File: src/rtl/hand_collector_if.sv
// rtl/hand_collector_if.sv - card input and sorted-hand output bus of the hand collector
interface hand_collector_if #(
    parameter int NUM_CARDS = 7,
    parameter int CARD_W    = 6
);
    logic                        card_valid;
    logic [CARD_W-1:0]           card_in;
    logic                        card_ready;
    logic [NUM_CARDS*CARD_W-1:0] cards;
    logic [2:0]                  count;
    logic                        hand_valid;
    logic                        reject;
    logic                        clear;

    modport master (
        output card_valid, card_in, clear,
        input  card_ready, cards, count, hand_valid, reject
    );

    modport slave (
        input  card_valid, card_in, clear,
        output card_ready, cards, count, hand_valid, reject
    );
endinterface

File: src/rtl/hand_collector.sv
// rtl/hand_collector.sv - collects cards into a descending insertion-sorted 7-card hand
module hand_collector #(
    parameter int NUM_CARDS = 7,
    parameter int CARD_W    = 6
) (
    input  logic            clk,
    input  logic            reset,
    hand_collector_if.slave hc
);
    typedef enum logic {FILL, FULL} state_t;

    localparam logic [2:0] FULL_CNT = 3'(NUM_CARDS);

    logic [CARD_W-1:0] slot_q [NUM_CARDS];
    logic [CARD_W-1:0] slot_d [NUM_CARDS];
    logic [2:0]        count_q, count_d;
    logic              reject_q, reject_d;
    logic              hand_valid_q, hand_valid_d;
    state_t            state_q, state_d;

    logic [NUM_CARDS-1:0] less;
    logic [CARD_W-1:0]    new_key;
    logic [3:0]           rank;
    logic                 rank_ok;
    logic                 dup;
    logic                 accept;
    logic                 card_ready;

    assign card_ready = (count_q < FULL_CNT);

    always_comb begin
        rank    = hc.card_in[3:0];
        new_key = {hc.card_in[3:0], hc.card_in[5:4]};
        rank_ok = (rank >= 4'd2) && (rank <= 4'd14);
        dup     = 1'b0;
        less    = '0;
        for (int i = 0; i < NUM_CARDS; i++) begin
            // Empty slots are 0, which also sorts below every legal key.
            if (slot_q[i] != '0 && slot_q[i] == hc.card_in) dup = 1'b1;
            less[i] = ({slot_q[i][3:0], slot_q[i][5:4]} < new_key);
        end
        accept = hc.card_valid && card_ready && rank_ok && !dup;

        slot_d       = slot_q;
        count_d      = count_q;
        state_d      = state_q;
        hand_valid_d = hand_valid_q;
        reject_d     = hc.card_valid && !accept;

        if (accept) begin
            // less[] is monotone (0..0 1..1); the first set bit is the insert slot.
            if (less[0]) slot_d[0] = hc.card_in;
            for (int i = 1; i < NUM_CARDS; i++) begin
                if (less[i]) slot_d[i] = less[i-1] ? slot_q[i-1] : hc.card_in;
            end
            count_d = count_q + 3'd1;
            if (count_q == FULL_CNT - 3'd1) begin
                state_d      = FULL;
                hand_valid_d = 1'b1;
            end
        end
    end

    always_ff @(posedge clk) begin
        if (reset || hc.clear) begin
            for (int i = 0; i < NUM_CARDS; i++) slot_q[i] <= '0;
            count_q      <= '0;
            reject_q     <= 1'b0;
            hand_valid_q <= 1'b0;
            state_q      <= FILL;
        end else begin
            slot_q       <= slot_d;
            count_q      <= count_d;
            reject_q     <= reject_d;
            hand_valid_q <= hand_valid_d;
            state_q      <= state_d;
        end
    end

    always_comb begin
        hc.cards = '0;
        for (int i = 0; i < NUM_CARDS; i++) begin
            hc.cards[(NUM_CARDS-1-i)*CARD_W +: CARD_W] = slot_q[i];
        end
    end

    assign hc.card_ready = card_ready;
    assign hc.count      = count_q;
    assign hc.hand_valid = hand_valid_q;
    assign hc.reject     = reject_q;
endmodule

File: src/flat_wrapper.sv
// flat-port wrapper written by rule: the top's interface ports become plain ports
module hand_collector_flat 
#(
    parameter int NUM_CARDS = 7,
    parameter int CARD_W    = 6
)
  (clk, reset, hc_card_valid, hc_card_in, hc_clear, hc_card_ready, hc_cards, hc_count, hc_hand_valid, hc_reject);
  hand_collector_if #(.NUM_CARDS(NUM_CARDS), .CARD_W(CARD_W)) hc_i ();
  input  logic clk;
  input  logic reset;
  input wire logic [$bits(hc_i.card_valid)-1:0] hc_card_valid;
  input wire logic [$bits(hc_i.card_in)-1:0] hc_card_in;
  input wire logic [$bits(hc_i.clear)-1:0] hc_clear;
  output wire logic [$bits(hc_i.card_ready)-1:0] hc_card_ready;
  output wire logic [$bits(hc_i.cards)-1:0] hc_cards;
  output wire logic [$bits(hc_i.count)-1:0] hc_count;
  output wire logic [$bits(hc_i.hand_valid)-1:0] hc_hand_valid;
  output wire logic [$bits(hc_i.reject)-1:0] hc_reject;
  assign hc_i.card_valid = hc_card_valid;
  assign hc_i.card_in = hc_card_in;
  assign hc_i.clear = hc_clear;
  assign hc_card_ready = hc_i.card_ready;
  assign hc_cards = hc_i.cards;
  assign hc_count = hc_i.count;
  assign hc_hand_valid = hc_i.hand_valid;
  assign hc_reject = hc_i.reject;
  hand_collector #(.NUM_CARDS(NUM_CARDS), .CARD_W(CARD_W)) u_core (.clk(clk), .reset(reset), .hc(hc_i));
endmodule
File: config.mk
export PLATFORM = sky130hd
export DESIGN_NAME = hand_collector_flat
export DESIGN_NICKNAME = d
export VERILOG_FILES = /design/src/rtl/hand_collector_if.sv /design/src/rtl/hand_collector.sv /design/src/flat_wrapper.sv
export SDC_FILE = /design/constraint.sdc
export NUM_CORES = 1
export LEC_CHECK = 0
export ABC_CLOCK_PERIOD_IN_PS = 3150
export CELL_PAD_IN_SITES_DETAIL_PLACEMENT = 1
export CELL_PAD_IN_SITES_GLOBAL_PLACEMENT = 2
export CORE_AREA = 2 2 94 118
export CTS_BUF_LIST = sky130_fd_sc_hd__clkbuf_8
export DETAILED_ROUTE_END_ITERATION = 10
export DIE_AREA = 0 0 96 120
export GPL_TIMING_DRIVEN = 0
export PLACE_DENSITY = 0.82
export SYNTH_ARGS = -nofsm -noshare
export SYNTH_HDL_FRONTEND = slang
export SYNTH_SLANG_ARGS = --single-unit
export TNS_END_PERCENT = 50
File: constraint.sdc
create_clock -name clk -period 3.15 [get_ports clk]
set_clock_uncertainty 0.05 [all_clocks]
set_input_delay 0.63 -clock clk [delete_from_list [all_inputs] [get_ports clk]]
set_output_delay 0.63 -clock clk [all_outputs]
set_load 0.05 [all_outputs]
==> flow_metrics.env <==
export IMPL_port_buffers=53
export IMPL_ant_nets=0
export IMPL_routabilityCongestion=0.792
export IMPL_antenna_found_initial=0
export IMPL_htreeDepth=2
export IMPL_use_met3=0.0239
export IMPL_hold_path_class="reg -> reg"
export IMPL_fmax_mhz=329
export IMPL_nets=509
export IMPL_layout_common_cells="51 x clkdlybuf4s50_1, 47 x dfxtp_1, 44 x ha_1"
export IMPL_start_util=0.322
export IMPL_max_slew_margin_rel=0.464
export IMPL_ys_ff_latch=47
export IMPL_cp_common_cell="buf_2"
export IMPL_grt_pass1_vias=3419
export IMPL_wire_per_inst_um=20.9
export IMPL_grt_use_met1=0.301
export IMPL_path_cells="buf_2 -> clkinvlp_4 -> buf_4 -> ha_1 -> nand4_1 -> a211oi_1 -> or4_1 -> buf_2 -> or3_1 -> buf_6 -> mux2i_1"
export IMPL_drtPass1Iterations=5
export IMPL_fin_crit_sh=0.965
export IMPL_wl_mm=12.3
export IMPL_via_count=3469
export IMPL_syn_area_um2=3370
export IMPL_slowest_stage="or4_1"
export IMPL_path_max_fanout=9
export IMPL_nFillCells=1236
export IMPL_worstMarginPinSlew_ns=0.800
export IMPL_die_h_um=120
export IMPL_place_area_um2=4070
export IMPL_synth_top_cell_area_share=0.279
export IMPL_setup_ws_ns=0.111
export IMPL_met2_usage=0.354
export IMPL_worstSetupPathType="in -> reg"
export IMPL_worstSetupEndpointType="flip-flop"
export IMPL_status="finished, final reports clean"
export IMPL_fin_area_um2=4360
export IMPL_grt_first_pass_wirelength_mm=19.3
export IMPL_netlist_top_cells_area="dfxtp_1 28%, ha_1 16%, mux2i_1 11%"
export IMPL_final_common_cell="clkdlybuf4s50_1"
export IMPL_core_area_um2=10500
export IMPL_regArea_um2=941
export IMPL_p_per_area_nw_per_um2=375
export IMPL_cp_arrival_ns=3.19
export IMPL_io_pins=58
export IMPL_clock_sinks=47
export IMPL_setup_violations=0
export IMPL_cts_tree="built"
export IMPL_startpoint_type="input pin"
export IMPL_synth_top_area_cell="dfxtp_1"
export IMPL_overflow=0
export IMPL_syn_to_final_growth_pct=29.3
export IMPL_drcViolationCount=0
export IMPL_crit_required_ns=3.30
export IMPL_syn_inst=380
export IMPL_p_total_mw=1.63
export IMPL_pre_cts_ws_ns=-0.959
export IMPL_finalHoldViolations=0
export IMPL_cts_buffers=5
export IMPL_via_per_inst=5.90
export IMPL_avgSynthCellArea_um2=8.87
export IMPL_crit_family="simple AND/OR/NAND/NOR gates"
export IMPL_synth_cell_types=39
export IMPL_n_antenna_cell=0
export IMPL_hpwlAfterDp_mm=8.82
export IMPL_grt_busiest_layer="met2"
export IMPL_root_buffer="clkbuf_8"
export IMPL_die_area_um2=11500
export IMPL_rows=42
export IMPL_clock_latency_ns=0.31
export IMPL_cts_max_path_buffers=2
export IMPL_fin_crit_ns=3.04
export IMPL_slew_viol_final=0
export IMPL_grt_max_degree=16
export IMPL_die_x_um=96
export IMPL_drv_cap=0
export IMPL_ir_drop_uv=168
export IMPL_leakage_nw=1.74
export IMPL_drt_iter0_drc=195
export IMPL_drive_gt1_frac=0.121
export IMPL_setup_tns_ns=0
export IMPL_yosysSeqAreaShare=0.279
export IMPL_cpPeakStageDelay_ns=0.53
export IMPL_synthesis_nets=434
export IMPL_grt_use_total=0.218
export IMPL_clkSlewWorstSetupHoldPaths_ns=0.10
export IMPL_ys_warn_count=0
export IMPL_multi_input_area_um2=2240
export IMPL_crit_buf_inv=5
## flip-flops by register name, indices dropped and copies added, names as in the netlist
register and flops:
u_core.hc.hand_valid 1, u_core.hc.reject 1, u_core.hc.cards 42, u_core.hc.count 3
## worst register-to-register path: stages (launching register included)
cell	delay, ns
dfxtp_1	0.47
ha_1	0.31
nand4_1	0.13
a211oi_1	0.11
or4_1	0.54
clkbuf_2	0.21
or3_1	0.39
buf_6	0.15
mux2i_1	0.12
## final cells by class
class / count / area share
flip-flops and latches: 47 / 0.216
well taps: 132 / 0.0379
clock buffers: 5 / 0.0158
repair buffers: 68 / 0.148
inverters: 23 / 0.0241
plain buffers: 32 / 0.0336
multi-input cells: 278 / 0.514
clock inverters: 3 / 0.0100
## cells in the mapped netlist, drive strengths merged
| cell type | instances |
|---|---|
| dfxtp | 47 |
| ha | 44 |
| a211oi | 40 |
| mux2i | 36 |
| a31oi | 25 |
| inv | 23 |
| nand2 | 19 |
| clkbuf | 18 |
| a21oi | 15 |
| buf | 14 |
| nor2 | 10 |
| nor4 | 10 |
| nand4 | 9 |
| a41oi | 7 |
| nand3 | 7 |
| o21ai | 7 |
| nor4b | 6 |
| o311ai | 6 |
| o31a | 6 |
| and3 | 5 |
| nand2b | 5 |
| o41ai | 5 |
| a21o | 2 |
| o221ai | 2 |
| or3 | 2 |
| or4 | 2 |
| a211o | 1 |
| a21boi | 1 |
| a311oi | 1 |
| a41o | 1 |
| nor3 | 1 |
| o211ai | 1 |
| o31ai | 1 |
| or2 | 1 |
## power by group
group          switching (mW)  internal (mW)  leakage, nW
Clock                   0.229          0.237       0.0581
Combinational           0.315          0.191         1.30
Sequential             0.0412          0.620        0.382
Total                   0.585           1.05         1.74
## worst paths after layout
check                             from                    to  slack [ns]  cells after the start
setup / recovery         hc_card_in[1]    u_core.hc.cards[9]        0.11                     11
hold reg to reg   u_core.hc.hand_valid  u_core.hc.hand_valid        0.49                      2
hold / removal    u_core.hc.hand_valid  u_core.hc.hand_valid        0.49                      2
setup reg to reg   u_core.hc.cards[26]    u_core.hc.cards[9]        0.56                      8
## timing repair
action,CTS,global route
gates resized for setup,15,6
hold buffers,0,0
endpoints found under the setup margin,47,43
buffers inserted,5,10
pin swaps,0,2
## kinds of logic (layout without fill, tap and decap cells)
kind of cell / after synthesis / in the layout / share of synthesized area
buffers and inverters: 55 / 131 / 0.0683
and+or+nand+nor: 77 / 77 / 0.127
muxes: 36 / 36 / 0.107
AOI/OAI and AO/OA: 121 / 121 / 0.255
DFF: 47 / 47 / 0.279
adders and majority gates: 44 / 44 / 0.163
## through the flow
stage	hold WS, ns	instances	util
3_5_place_dp	0.458	565	0.389
5_1_grt	0.527	588	0.417
3_3_place_gp	0.451	565	0.389
2_1_floorplan	0.656	380	-
4_1_cts	0.498	578	0.407
6_report	0.491	588	0.417
## metal layers
metal  wire length (um)  share of wire
met3                516          0.042
met1               5560           0.45
met2               5950           0.48
met4                274          0.022
met5                  0              0
(Power assumes the default switching activity.)
